### src/rtl/layer_driver.sv
// layer_driver: sequences clear, run and result handshakes between a sample stream and a compute layer
module layer_driver #(
  parameter int WIDTH      = 8,
  parameter int CLR_CYCLES = 2,
  parameter int TIMEOUT    = 255
) (
  input  logic                    clk,
  input  logic                    rst,
  input  logic                    in_valid,
  output logic                    in_ready,
  input  logic signed [WIDTH-1:0] in_x0,
  input  logic signed [WIDTH-1:0] in_x1,
  output logic                    layer_req,
  output logic                    layer_rst,
  input  logic                    layer_idx,
  output logic signed [WIDTH-1:0] layer_x,
  input  logic                    layer_ack,
  input  logic signed [WIDTH-1:0] layer_a,
  output logic                    out_valid,
  input  logic                    out_ready,
  output logic signed [WIDTH-1:0] out_a,
  output logic                    timeout_err,
  output logic                    busy
);
  typedef enum logic [2:0] {IDLE, CLEAR, RUN, OUT, ABORT} state_t;
  state_t                  r_state, w_next;
  logic                    r_live;
  logic [15:0]             r_cnt, w_cnt;
  logic signed [WIDTH-1:0] r_x0, r_x1, r_a;
  logic                    r_terr;
  logic                    w_accept, w_clr_done, w_timeout;
  assign w_accept    = r_live && r_state == IDLE && in_valid;
  assign w_clr_done  = r_cnt == 16'(CLR_CYCLES);
  assign w_timeout   = r_cnt == 16'(TIMEOUT);
  assign in_ready    = r_live && r_state == IDLE;
  assign layer_rst   = !r_live || r_state == CLEAR || r_state == ABORT;
  assign layer_req   = r_state == RUN;
  assign out_valid   = r_state == OUT;
  assign busy        = r_state != IDLE;
  assign layer_x     = layer_idx ? r_x1 : r_x0;
  assign out_a       = r_a;
  assign timeout_err = r_terr;
  // next state; r_cnt counts clear cycles in CLEAR/ABORT and run cycles in RUN, ack beats timeout
  always_comb begin
    w_next = r_state;
    w_cnt  = r_cnt;
    case (r_state)
      IDLE:    if (w_accept) begin w_next = CLEAR; w_cnt = 16'd1; end
      CLEAR:   if (w_clr_done) begin w_next = RUN; w_cnt = 16'd1; end else w_cnt = r_cnt + 16'd1;
      RUN:     if (layer_ack) w_next = OUT;
               else if (w_timeout) begin w_next = ABORT; w_cnt = 16'd1; end
               else w_cnt = r_cnt + 16'd1;
      OUT:     if (out_ready) w_next = IDLE;
      ABORT:   if (w_clr_done) w_next = IDLE; else w_cnt = r_cnt + 16'd1;
      default: w_next = IDLE;
    endcase
  end
  // state, operand, result and error registers; r_live holds the layer in clear until the first clock after reset
  always_ff @(posedge clk or negedge rst) begin
    if (!rst) begin
      r_state <= IDLE;
      r_cnt   <= '0;
      r_live  <= 1'b0;
      r_x0    <= '0;
      r_x1    <= '0;
      r_a     <= '0;
      r_terr  <= 1'b0;
    end else begin
      r_state <= w_next;
      r_cnt   <= w_cnt;
      r_live  <= 1'b1;
      if (w_accept) begin
        r_x0   <= in_x0;
        r_x1   <= in_x1;
        r_terr <= 1'b0;
      end
      if (r_state == RUN && layer_ack) r_a <= layer_a;
      if (r_state == RUN && !layer_ack && w_timeout) r_terr <= 1'b1;
    end
  end
endmodule

### config.mk
export PLATFORM = sky130hd
export DESIGN_NAME = layer_driver
export DESIGN_NICKNAME = d
export VERILOG_FILES = /design/src/rtl/layer_driver.sv
export SDC_FILE = /design/constraint.sdc
export NUM_CORES = 1
export LEC_CHECK = 0
export ABC_AREA = 0
export CORE_UTILIZATION = 30
export CTS_CLUSTER_SIZE = 40
export DETAILED_ROUTE_END_ITERATION = 6
export PLACE_DENSITY = 0.53
export SETUP_SLACK_MARGIN = 0.05
export SLEW_MARGIN = 10
export SYNTH_ARGS = -nofsm -noshare
export SYNTH_HDL_FRONTEND = slang
export SYNTH_SLANG_ARGS = --single-unit
### constraint.sdc
create_clock -name clk -period 2.6 [get_ports clk]
set_input_delay 0.26 -clock clk [delete_from_list [all_inputs] [get_ports clk]]
set_output_delay 0.26 -clock clk [all_outputs]
set_load 0.02 [all_outputs]
# Yosys cells after proc, flatten, opt, wreduce, memory -nomap -nowiden
# Index checks and enable logic that the tools add are counted.
[word_totals] reg_bits=45 latchBits=0 ramBits=0 romBits=0 in_bits=30 output_inout_bits=22 memories=0
[classes] n_addsub=1 n_mul=0 div=0 n_lt_le_gt_ge=0 eq_ne=13 shift=0 mux=16 n_bitwise=0 n_reduce_logical=15
[ops] cell="$mux W16" n=5
[ops] cell="$pmux W16 S4" n=1
[ops] cell="$mux W3" n=6
[ops] cell="$add A16 B1 Y16 const B" n=1
[ops] cell="$eq A16 B2 Y1 const B" n=1
[ops] cell="$eq A16 B8 Y1 const B" n=1
[ops] cell="$pmux W3 S5" n=1
[ops] cell="$ne A2 B2 Y1 const B" n=5
[ops] cell="$mux W8" n=1
[ops] cell="$eq A3 B2 Y1 const B" n=2
[ops] cell="$logic_and A1 B1 Y1" n=5
[ops] cell="$reduce_and A5 Y1" n=1
[ops] cell="$reduce_and A4 Y1" n=1
[ops] cell="$reduce_bool A4 Y1" n=1
[ops] cell="$eq A3 B1 Y1 const B" n=1
[ops] cell="$eq A3 B3 Y1 const B" n=1
[ops] cell="$logic_not A3 Y1" n=1
[ops] cell="$ne A3 B1 Y1 const B" n=1
[ops] cell="$reduce_bool A3 Y1" n=1
[ops] cell="$logic_not A1 Y1" n=2
[ops] cell="$logic_or A1 B1 Y1" n=2
[ops] cell="$mux W1" n=2
[ops] cell="$ne A2 B1 Y1 const B" n=1
[ops] cell="$reduce_bool A2 Y1" n=1

# Logic depth before layout (Yosys ltp)
# Gate-level depths: netlist (run 1).
[logic_depth] word_depth=5 mapped_depth=9 depth_no_buf=7

# Worst setup path after synthesis (run 1)
# OpenSTA, ideal clock, no wires.
[synth_path] kind="reg-to-reg" start="register r_state[1]" end="register r_x0[0]" setup_ns=0.125 t_arrival_ns=1.909 required_time_ns=2.475 setup_slack_ns=0.567 stages_incl_launch_ff=6 n_path_buf=2 period_less_slack_ns=2.033 cell_sequence="dfrtp_1 -> buf_2 -> or3_1 -> nor2_2 -> buf_2 -> mux2_2"
[synth_via] elab_chain_len=3
[synth_rtl] item="start: declaration" line_no="26" source="state_t r_state, w_next;"
[synth_rtl] item="start signal: assignment" line_no="69" source="r_state <= w_next;"
[synth_rtl] item="$logic_not A3 Y1" line_no="32" source="assign w_accept = r_live && r_state == IDLE && in_valid;"
[synth_rtl] item="$logic_and A1 B1 Y1 (2 in series)" line_no="32"
[synth_rtl] item="end signal: assignment" line_no="73" source="r_x0 <= in_x0;"
[synth_rtl] item="end: declaration" line_no="29" source="logic signed [WIDTH-1:0] r_x0, r_x1, r_a;"
# No other way between the ends.
# A chain may end at the register's enable or synchronous reset.

# Worst setup path after layout (run 1)
[layout_path] start="register r_state[0]" end="output port in_ready"
[layout_via] elab_chain_len=2
[layout_rtl] item="$logic_not A3 Y1" line_no="35" source="assign in_ready = r_live && r_state == IDLE;"
[layout_rtl] item="$logic_and A1 B1 Y1" line_no="35"
[layout_rtl] item="end: declaration" line_no="10" source="output logic in_ready,"
# No other way between the ends.

==> flow_metrics.py, run 1 <==
metrics = {
    "logic_synthesis": {
        "synth_xor_area_frac": 0.0106,
        "yosys.cell_types.count": 47,
        "synth_edf_count": 0,
        "ys_seq_area_frac": 0.456,
        "synthFlopType": "dfrtp_1",
        "muxShareOfSynthArea": 0.150,
        "netlist_area_mm2": 0.00247,
        "synth_warnings": 0,
        "synthTopCellsByArea": "dfrtp_1 46%, mux2_2 15%, o211ai_1 6.7%",
        "synth_cells": 236,
        "synthArstFlopShare": 1.00,
        "synth-simple-area-share": 0.183,
        "synth.largest_area_cell": "dfrtp_1",
        "synthAdderAreaFrac": 0.0101,
        "syn_area_per_cell_um2": 10.5,
        "synth_top_family_by_area": "simple AND/OR/NAND/NOR gates",
        "synth_compound_area_frac": 0.145,
        "synth_nets": 268,
        "synth_seq_cells": 45,
        "synth_top_area_frac": 0.456,
    },
    "global_route": {
        "antenna_found_initial": 0,
        "overflow": 0,
        "grt_pass1_vias": 1921,
        "track_usage": 0.145,
        "grt_max_degree": 46,
        "grt_pass1_wl_um": 9830,
    },
    "route": {
        "drc_errors": 0,
        "drtIter0Drc": 128,
        "via_per_inst": 5.17,
        "antenna_left": 0,
        "wire_per_inst_um": 14.9,
        "routed_wl_um": 5800,
        "num_vias": 2012,
        "firstDrtPassIters": 5,
    },
    "layout": {
        "layout_commonest_cell": "clkdlybuf4s50_1",
        "fin_util": 0.409,
        "fillers": 801,
        "fin_nets": 318,
        "antennaDiodeCount": 0,
        "layout_common_cells": "50 x clkdlybuf4s50_1, 45 x dfrtp_1, 32 x mux2_2",
        "area_delta_synth_final_pct": 29.8,
        "final_layout_size_suffix_gt1_frac": 0.213,
    },
    "timing": {
        "fin_setup_tns_ps": 0,
        "post-route-min-period_ps": 2360,
        "slew_headroom": 0.616,
        "fin_crit_sh": 0.907,
        "rsz0062_at_grt": "false",
        "final-setup-viol-count": 0,
        "fmax_mhz": 424,
        "worstMarginPinSlew_ps": 575,
        "slew_viol_final": 0,
        "skew_ps": 3.97,
        "finalHoldViolations": 0,
        "setup_ws_ps": 241,
    },
    "worst_setup_path": {
        "r2r_cells": 8,
        "start_kind": "flop",
        "cp_data_arrival_time_ps": 2100,
        "cp_slowest_cell": "clkdlybuf4s50_1",
        "cp.required_ps": 2340,
        "max_stage_delay_ps": 620,
        "rr_startpoint": "r_cnt[0]",
        "worstSetupEndpointType": "output port",
        "cp_max_fo": 16,
        "rrSetupSlack_ps": 270,
        "critPathBufInv": 1,
        "critPathTopFamily": "buffers and inverters",
        "worstSetupPathType": "flop to output port",
        "r2r-end": "r_cnt[12]",
        "crit_chain": "or3_1 -> nor2_1 -> clkdlybuf4s50_1",
    },
    "pwr": {
        "peakVddDrop_uv": 338,
        "leakagePower_nw": 1.28,
        "p_per_area_mw_per_mm2": 982,
    },
    "floorplanning": {
        "die_w_um": 92.7,
        "ios": 52,
        "core_mm2": 0.00785,
        "initial_core_util": 0.315,
        "die_h_um": 92.7,
        "die_area_mm2": 0.00860,
        "row_count": 32,
    },
    "flow_run": {
        "maxCapViolations": 0,
    },
    "cts": {
        "htreeDepth": 2,
        "clock-root-buffer": "clkbuf_8",
        "clock-sinks": 45,
        "cts_buffers": 5,
        "insertion_delay_ps": 300,
        "cts_hold_buffers": 0,
        "clk_pin_slew_ps": 90,
        "clockBufferDepth": 2,
        "cts_tree": "built",
    },
    "place": {
        "gp_congestion": 0.817,
        "portBuffers": 51,
        "dp_slack_ps": 245,
        "dpl.hpwl_um": 4070,
    },
    "min_path": {
        "min_path_type": "input pin to async pin",
    },
    "outcome": {
        "status": "completed",
    },
}
## worst register-to-register path, cell delays in order (launching register included)
cell and delay, ps:
dfrtp_1 450, inv_1 100, ha_1 160, nor4b_2 260, nand4_1 270, and3_1 420
buf_4 230, o2111ai_1 200, o211ai_1 110
## report_power, final
part           total, mW  internal, mW  leakage (nW)  switching [mW]
logic               1.38         0.699         0.638           0.685
registers           1.20         0.951         0.581           0.252
clock network      0.561         0.313        0.0574           0.248
## area by class of cell
class | count | area, um^2 | share of cell area
flip-flops and latches | 45 | 1130 | 0.351
clock buffers | 6 | 82.6 | 0.0258
inverters | 5 | 18.8 | 0.00585
clock inverters | 2 | 37.5 | 0.0117
well taps | 102 | 128 | 0.0398
repair buffers | 59 | 578 | 0.180
multi-input cells | 170 | 1240 | 0.385
## cells in the mapped netlist (2+ instances only)
master / n
a211oi_1: 2
a21o_1: 2
a21oi_1: 3
and2_1: 2
and3_1: 2
and4_1: 2
buf_2: 8
buf_6: 2
clkbuf_1: 5
dfrtp_1: 45
ha_1: 2
inv_1: 5
mux2_2: 32
nand2_1: 29
nand2b_1: 4
nand3_1: 3
nand4_1: 5
nor2_1: 13
nor2b_1: 4
nor3_1: 2
nor4_1: 4
nor4_2: 2
o211ai_1: 22
o21ai_0: 5
o21ai_1: 2
o31ai_1: 6
or3_1: 2
xor2_1: 2
## per-layer routing
metal  wire [um]  up-vias  part of all wire  GRT usage
met5           0        -                 0          0
met4          55        0            0.0095     0.0346
met3         378        5             0.065     0.0287
met2        2570       76              0.44      0.228
met1        2790      972              0.48      0.204
li1            -      959                 -          -
## through the flow
step           hold WS (ps)  instances  instance area, um^2  power, mW
4_1_cts                59.4        387                 3180       3.12
2_1_floorplan         -35.6        236                 2470       2.07
6_report               34.8        389                 3210       3.15
3_5_place_dp            396        379                 3060       2.54
5_1_grt                88.1        389                 3210       3.37
3_3_place_gp            392        379                 3060       2.52
## flip-flops by register name, indices dropped and copies added (netlist names)
register	count
out_a	8
r_cnt	16
r_live	1
r_state	3
r_x0	8
r_x1	8
timeout_err	1
## worst max-delay path by stage
stage | start | to | slack, ps | cells past startpoint
6_report | r_state[0] | in_ready | 240 | 3
5_1_grt | r_cnt[0] | r_cnt[12] | 50 | 8
4_1_cts | r_cnt[0] | r_cnt[11] | 220 | 7
3_5_place_dp | r_cnt[0] | r_cnt[11] | 250 | 7
3_3_place_gp | r_cnt[0] | r_cnt[11] | 300 | 7
2_1_floorplan | r_state[1] | r_x0[0] | 570 | 5
## cells by family (layout without fill, tap and decap cells)
family                     Yosys count  in the layout
buffers and inverters               21             72
muxes                               33             33
other                                1              1
adders and majority gates            2              2
and+or+nand+nor                     82             82
DFF                                 45             45
xor gates and xnor gates             3              3
AOI/OAI and AO/OA                   49             49
## repair_timing
| action | 4_1_cts | 5_1_grt |
|---|---|---|
| setup buffers | 0 | 2 |
| endpoints found under the setup margin | 0 | 9 |
| gates resized for setup | 0 | 0 |
No activity file was read; power rests on OpenSTA's default activity.
==> inputs of run 2 (changes only) <==
CORE_UTILIZATION = 51   (was 30)
HOLD_SLACK_MARGIN = 0.12   (was not set)
PLACE_DENSITY = 0.81   (was 0.53)
==> run 2 against run 1 <==
Effect of this change:
- die area decreased by 40%
- combinational power decreased by 5%
- worst setup slack improved by 67 ps
- critical path type unchanged
- largest power group unchanged
- highest routed layer unchanged
==> flow_metrics.py, run 2 (same netlist as run 1, synthesis figures left out) <==
metrics = {
    "outcome": {
        "status": "completed",
    },
    "worst_setup_path": {
        "rr_startpoint": "r_cnt[1]",
        "r2r-end": "r_cnt[1]",
        "r2r_cells": 6,
        "worstSetupPathType": "flop to output port",
        "cp_max_fo": 16,
        "cp_data_arrival_time_ps": 2030,
        "worstSetupEndpointType": "output port",
        "start_kind": "flop",
        "rrSetupSlack_ps": 440,
        "cp.required_ps": 2340,
    },
    "floorplanning": {
        "die_w_um": 71.6,
        "core_mm2": 0.00450,
        "row_count": 24,
        "die_h_um": 71.6,
        "initial_core_util": 0.548,
        "ios": 52,
        "die_area_mm2": 0.00513,
    },
    "cts": {
        "cts_resized": 0,
        "cts_buffers": 5,
        "clock-sinks": 45,
        "insertion_delay_ps": 310,
        "htreeDepth": 2,
        "clk_pin_slew_ps": 100,
        "postCtsSetupRepairBufs": 0,
        "cts_tree": "built",
        "clock-root-buffer": "clkbuf_8",
        "clockBufferDepth": 2,
        "cts_hold_buffers": 1,
    },
    "layout": {
        "regArea_mm2": 0.00113,
        "layout_commonest_cell": "clkdlybuf4s50_1",
        "fin_nets": 317,
        "fillers": 341,
        "antennaDiodeCount": 0,
        "final_layout_size_suffix_gt1_frac": 0.206,
        "top_register": "r_cnt",
        "layout_common_cells": "50 x clkdlybuf4s50_1, 45 x dfrtp_1, 32 x mux2_2",
        "multi_input_area_mm2": 0.00124,
        "area_delta_synth_final_pct": 26.4,
        "largest_register_ffs": 16,
    },
    "timing": {
        "finalHoldViolations": 0,
        "rsz0062_at_grt": "false",
        "slew_viol_final": 0,
        "worstMarginPinSlew_ps": 613,
        "skew_ps": 11.4,
        "fin_setup_tns_ps": 0,
        "post-route-min-period_ps": 2290,
        "hold_slack_ps": 422,
        "fmax_mhz": 436,
        "final-setup-viol-count": 0,
        "slew_headroom": 0.592,
        "fin_crit_sh": 0.881,
    },
    "pwr": {
        "comb_power_share": 0.430,
        "p_clk_frac": 0.178,
        "p_sw_mw": 1.17,
        "swShare": 0.381,
        "p_per_area_mw_per_mm2": 980,
        "leakagePower_nw": 1.26,
        "p_total_mw": 3.06,
        "seq_power_share": 0.393,
        "peakVddDrop_uv": 560,
        "p_int_mw": 1.89,
    },
    "route": {
        "route.met3.wl_um": 268,
        "via_per_inst": 5.82,
        "routed_wl_um": 5400,
        "top_layer": "met4",
        "num_vias": 1968,
        "drc_errors": 0,
        "firstDrtPassIters": 4,
        "antenna_left": 0,
        "wire_per_inst_um": 16.0,
        "met1Wirelength_um": 2470,
        "drtIter0Drc": 75,
        "wl_met2_um": 2560,
    },
    "global_route": {
        "grt_pass1_wl_um": 8840,
        "grt_pass1_vias": 1931,
        "track_usage": 0.224,
        "antenna_found_initial": 0,
        "overflow": 0,
        "grt_max_degree": 27,
    },
    "min_path": {
        "min_path_type": "input pin to async pin",
    },
    "place": {
        "dpl.hpwl_um": 3860,
        "portBuffers": 51,
        "gp_congestion": 0.815,
    },
    "flow_run": {
        "maxCapViolations": 0,
    },
}
run 2: changes by cell type in the layout (fill, tap and decap cells not counted), sizes merged:
cell         previous run  this run
buf                     9         7
clkbuf                  6         5
clkinv                  0         1
dlygate4sd3             0         1
run 2: layout make-up:
type / count / share of cell area
well taps: 52 / 0.0208
inverters: 5 / 0.00601
multi-input cells: 170 / 0.396
repair buffers: 58 / 0.180
clock inverters: 3 / 0.0148
clock buffers: 5 / 0.0220
flip-flops and latches: 45 / 0.361
run 2: how the worst max path moves through the flow:
stage	from	to	slack [ps]
global route	r_state[0]	in_ready	180
CTS	r_state[0]	in_ready	280
floorplan	r_state[1]	r_x0[0]	570
finish	r_state[0]	in_ready	310
detailed placement	r_cnt[1]	r_cnt[1]	440
global placement	layer_idx	layer_x[5]	460
run 2: power groups by stage:
stage / sequential, mW / clock (mW) / combinational [mW]
2_1_floorplan: 1.17 / 0 / 0.893
4_1_cts: 1.20 / 0.555 / 1.32
5_1_grt: 1.24 / 0.579 / 1.42
6_report: 1.20 / 0.543 / 1.31
3_3_place_gp: 1.20 / 0 / 1.28
3_5_place_dp: 1.21 / 0 / 1.32
run 2: layer usage:
metal / track usage / vias up
li1: - / 959
met4: 0.105 / 0
met3: 0.0492 / 8
met5: 0 / -
met2: 0.358 / 53
met1: 0.293 / 948
run 2: worst max-delay path: stages (launching register included):
cell,delay (ps)
dfrtp_1,540
or3_1,480
nor2_1,100
clkdlybuf4s50_1,610
run 2: per-stage QoR:
stage,area (um^2),util,setup slack (ps),std cells
finish,3120,0.693,308,338
global route,3120,0.693,184,338
CTS,3120,0.693,281,338
detailed placement,3000,0.665,441,329
global placement,3000,0.665,463,329
floorplan,2470,-,567,236
==> inputs of run 3 (changes only) <==
CORE_UTILIZATION = 53   (was 51)
CTS_BUF_LIST = sky130_fd_sc_hd__clkbuf_4   (was not set)
PLACE_DENSITY = 0.84   (was 0.81)
==> run 3 against run 2 <==
Effect of this change:
- final cell count shrank 0.89%
- combinational power is essentially flat
- via count shrank 0.56%
- first-iteration DRC count grew 27%
- highest routed layer unchanged
- global-route usage grew 0.69 points
- critical path depth is the same
- utilization grew 0.11 points
- sequential cell count is the same
- non-clock buffer count shrank 2
- worst setup slack lost 77 ps
==> flow_metrics.py, run 3 (same netlist as run 1, synthesis figures left out) <==
metrics = {
    "outcome": {
        "status": "completed",
    },
    "global_route": {
        "grt_max_degree": 46,
        "track_usage": 0.231,
        "grt_pass1_wl_um": 8930,
        "met2_usage": 0.382,
        "top_usage_layer": "met2",
        "antenna_found_initial": 0,
        "use_met1": 0.299,
        "grt_pass1_vias": 1877,
        "overflow": 0,
        "grtUsageMet3": 0.0418,
    },
    "place": {
        "gp_congestion": 0.817,
        "portBuffers": 51,
        "dpl.hpwl_um": 3700,
    },
    "cts": {
        "clk_pin_slew_ps": 130,
        "clock-root-buffer": "clkbuf_4",
        "cts_buffers": 5,
        "cts_tree": "built",
        "clock-sinks": 45,
        "insertion_delay_ps": 360,
        "htreeDepth": 2,
        "clockBufferDepth": 2,
    },
    "min_path": {
        "min_path_type": "input pin to flop",
    },
    "worst_setup_path": {
        "cp_max_fo": 16,
        "cp_data_arrival_time_ps": 2110,
        "start_kind": "flop",
        "worstSetupPathType": "flop to output port",
        "cp.required_ps": 2340,
        "worstSetupEndpointType": "output port",
    },
    "floorplanning": {
        "core_mm2": 0.00441,
        "die_w_um": 70.3,
        "die_h_um": 70.3,
        "ios": 52,
        "initial_core_util": 0.560,
        "die_area_mm2": 0.00494,
        "row_count": 24,
    },
    "timing": {
        "rsz0062_at_grt": "false",
        "finalHoldViolations": 0,
        "slew_headroom": 0.357,
        "skew_ps": 6.48,
        "post-route-min-period_ps": 2370,
        "fmax_mhz": 422,
        "slew_viol_final": 0,
        "fin_crit_sh": 0.911,
        "final-setup-viol-count": 0,
        "worstMarginPinSlew_ps": 965,
        "hold_slack_ps": 498,
        "fin_setup_tns_ps": 0,
    },
    "layout": {
        "antennaDiodeCount": 0,
        "layout_common_cells": "50 x clkdlybuf4s50_1, 45 x dfrtp_1, 32 x mux2_2",
        "top_register": "r_cnt",
        "layout_commonest_cell": "clkdlybuf4s50_1",
        "fin_nets": 315,
        "largest_register_ffs": 16,
        "area_delta_synth_final_pct": 24.1,
        "final_layout_size_suffix_gt1_frac": 0.198,
    },
    "route": {
        "firstDrtPassIters": 4,
        "via_per_inst": 5.84,
        "num_vias": 1957,
        "wire_per_inst_um": 15.6,
        "drtIter0Drc": 95,
        "antenna_left": 0,
        "drc_errors": 0,
        "routed_wl_um": 5230,
    },
    "flow_run": {
        "maxCapViolations": 0,
    },
    "pwr": {
        "p_per_area_mw_per_mm2": 954,
        "comb_power_share": 0.445,
        "swShare": 0.387,
        "p_sw_mw": 1.13,
        "p_total_mw": 2.92,
        "p_int_mw": 1.79,
        "p_clk_frac": 0.143,
        "seq_power_share": 0.411,
        "leakagePower_nw": 1.24,
        "peakVddDrop_uv": 593,
    },
}
[run 3: cell types whose count changed in the layout (fill, tap and decap cells not counted), sizes merged]
cell / change
clkinvlp: -1
buf: -2
[run 3: critical path: stages (launching register included)]
cell	delay [ps]
dfrtp_1	570
or3_1	480
nor2_1	100
clkdlybuf4s50_1	600
[run 3: routing by layer]
| metal | vias to the layer above | wire length, um |
|---|---|---|
| met5 | - | 0 |
| met4 | 0 | 81 |
| met3 | 7 | 270 |
| met2 | 62 | 2540 |
| met1 | 937 | 2330 |
| li1 | 951 | - |
[run 3: layout make-up]
class / instances / area, um^2
Fill cell: 351 / 1350
Multi-Input combinational cell: 170 / 1240
Sequential cell: 45 / 1130
Timing Repair Buffer: 56 / 546
Tap cell: 52 / 65.1
Clock buffer: 5 / 37.5
Clock inverter: 2 / 35.0
Inverter: 5 / 18.8
[run 3: metrics by stage]
step | cells | worst slack, ps | cell area (um^2) | utilization
after global placement | 327 | 451 | 2980 | 0.675
final | 335 | 231 | 3060 | 0.694
after global routing | 335 | 139 | 3060 | 0.694
after floorplan | 236 | 567 | 2470 | -
after CTS | 335 | 226 | 3060 | 0.694
after detailed placement | 327 | 458 | 2980 | 0.675
[run 3: timing repair]
action / CTS / global route
setup buffers: 0 / 0
gates resized for setup: 0 / 0
hold endpoints to repair: 45 / 0
hold buffers: 1 / 0
[run 3: worst paths after layout]
kind | startpoint | depth (start not counted) | end | slack (ps)
worst max-delay path | r_state[0] | 3 | in_ready | 230
worst min-delay path | layer_a[5] | 2 | out_a[5] | 500
worst max register to register | r_cnt[0] | 8 | r_cnt[12] | 470
worst min register to register | r_x1[5] | 1 | r_x1[5] | 520
max in group asynchronous | rst | 2 | r_cnt[12] | 1430
min in group asynchronous | rst | 2 | out_a[0] | 570
[run 3: power groups by stage]
stage                     logic (mW)  registers, mW  clock network (mW)
after global placement          1.27           1.20                   0
after CTS                       1.31           1.20               0.433
after detailed placement        1.30           1.22                   0
after floorplan                0.893           1.17                   0
final                           1.30           1.20               0.419
after global routing            1.40           1.25               0.463
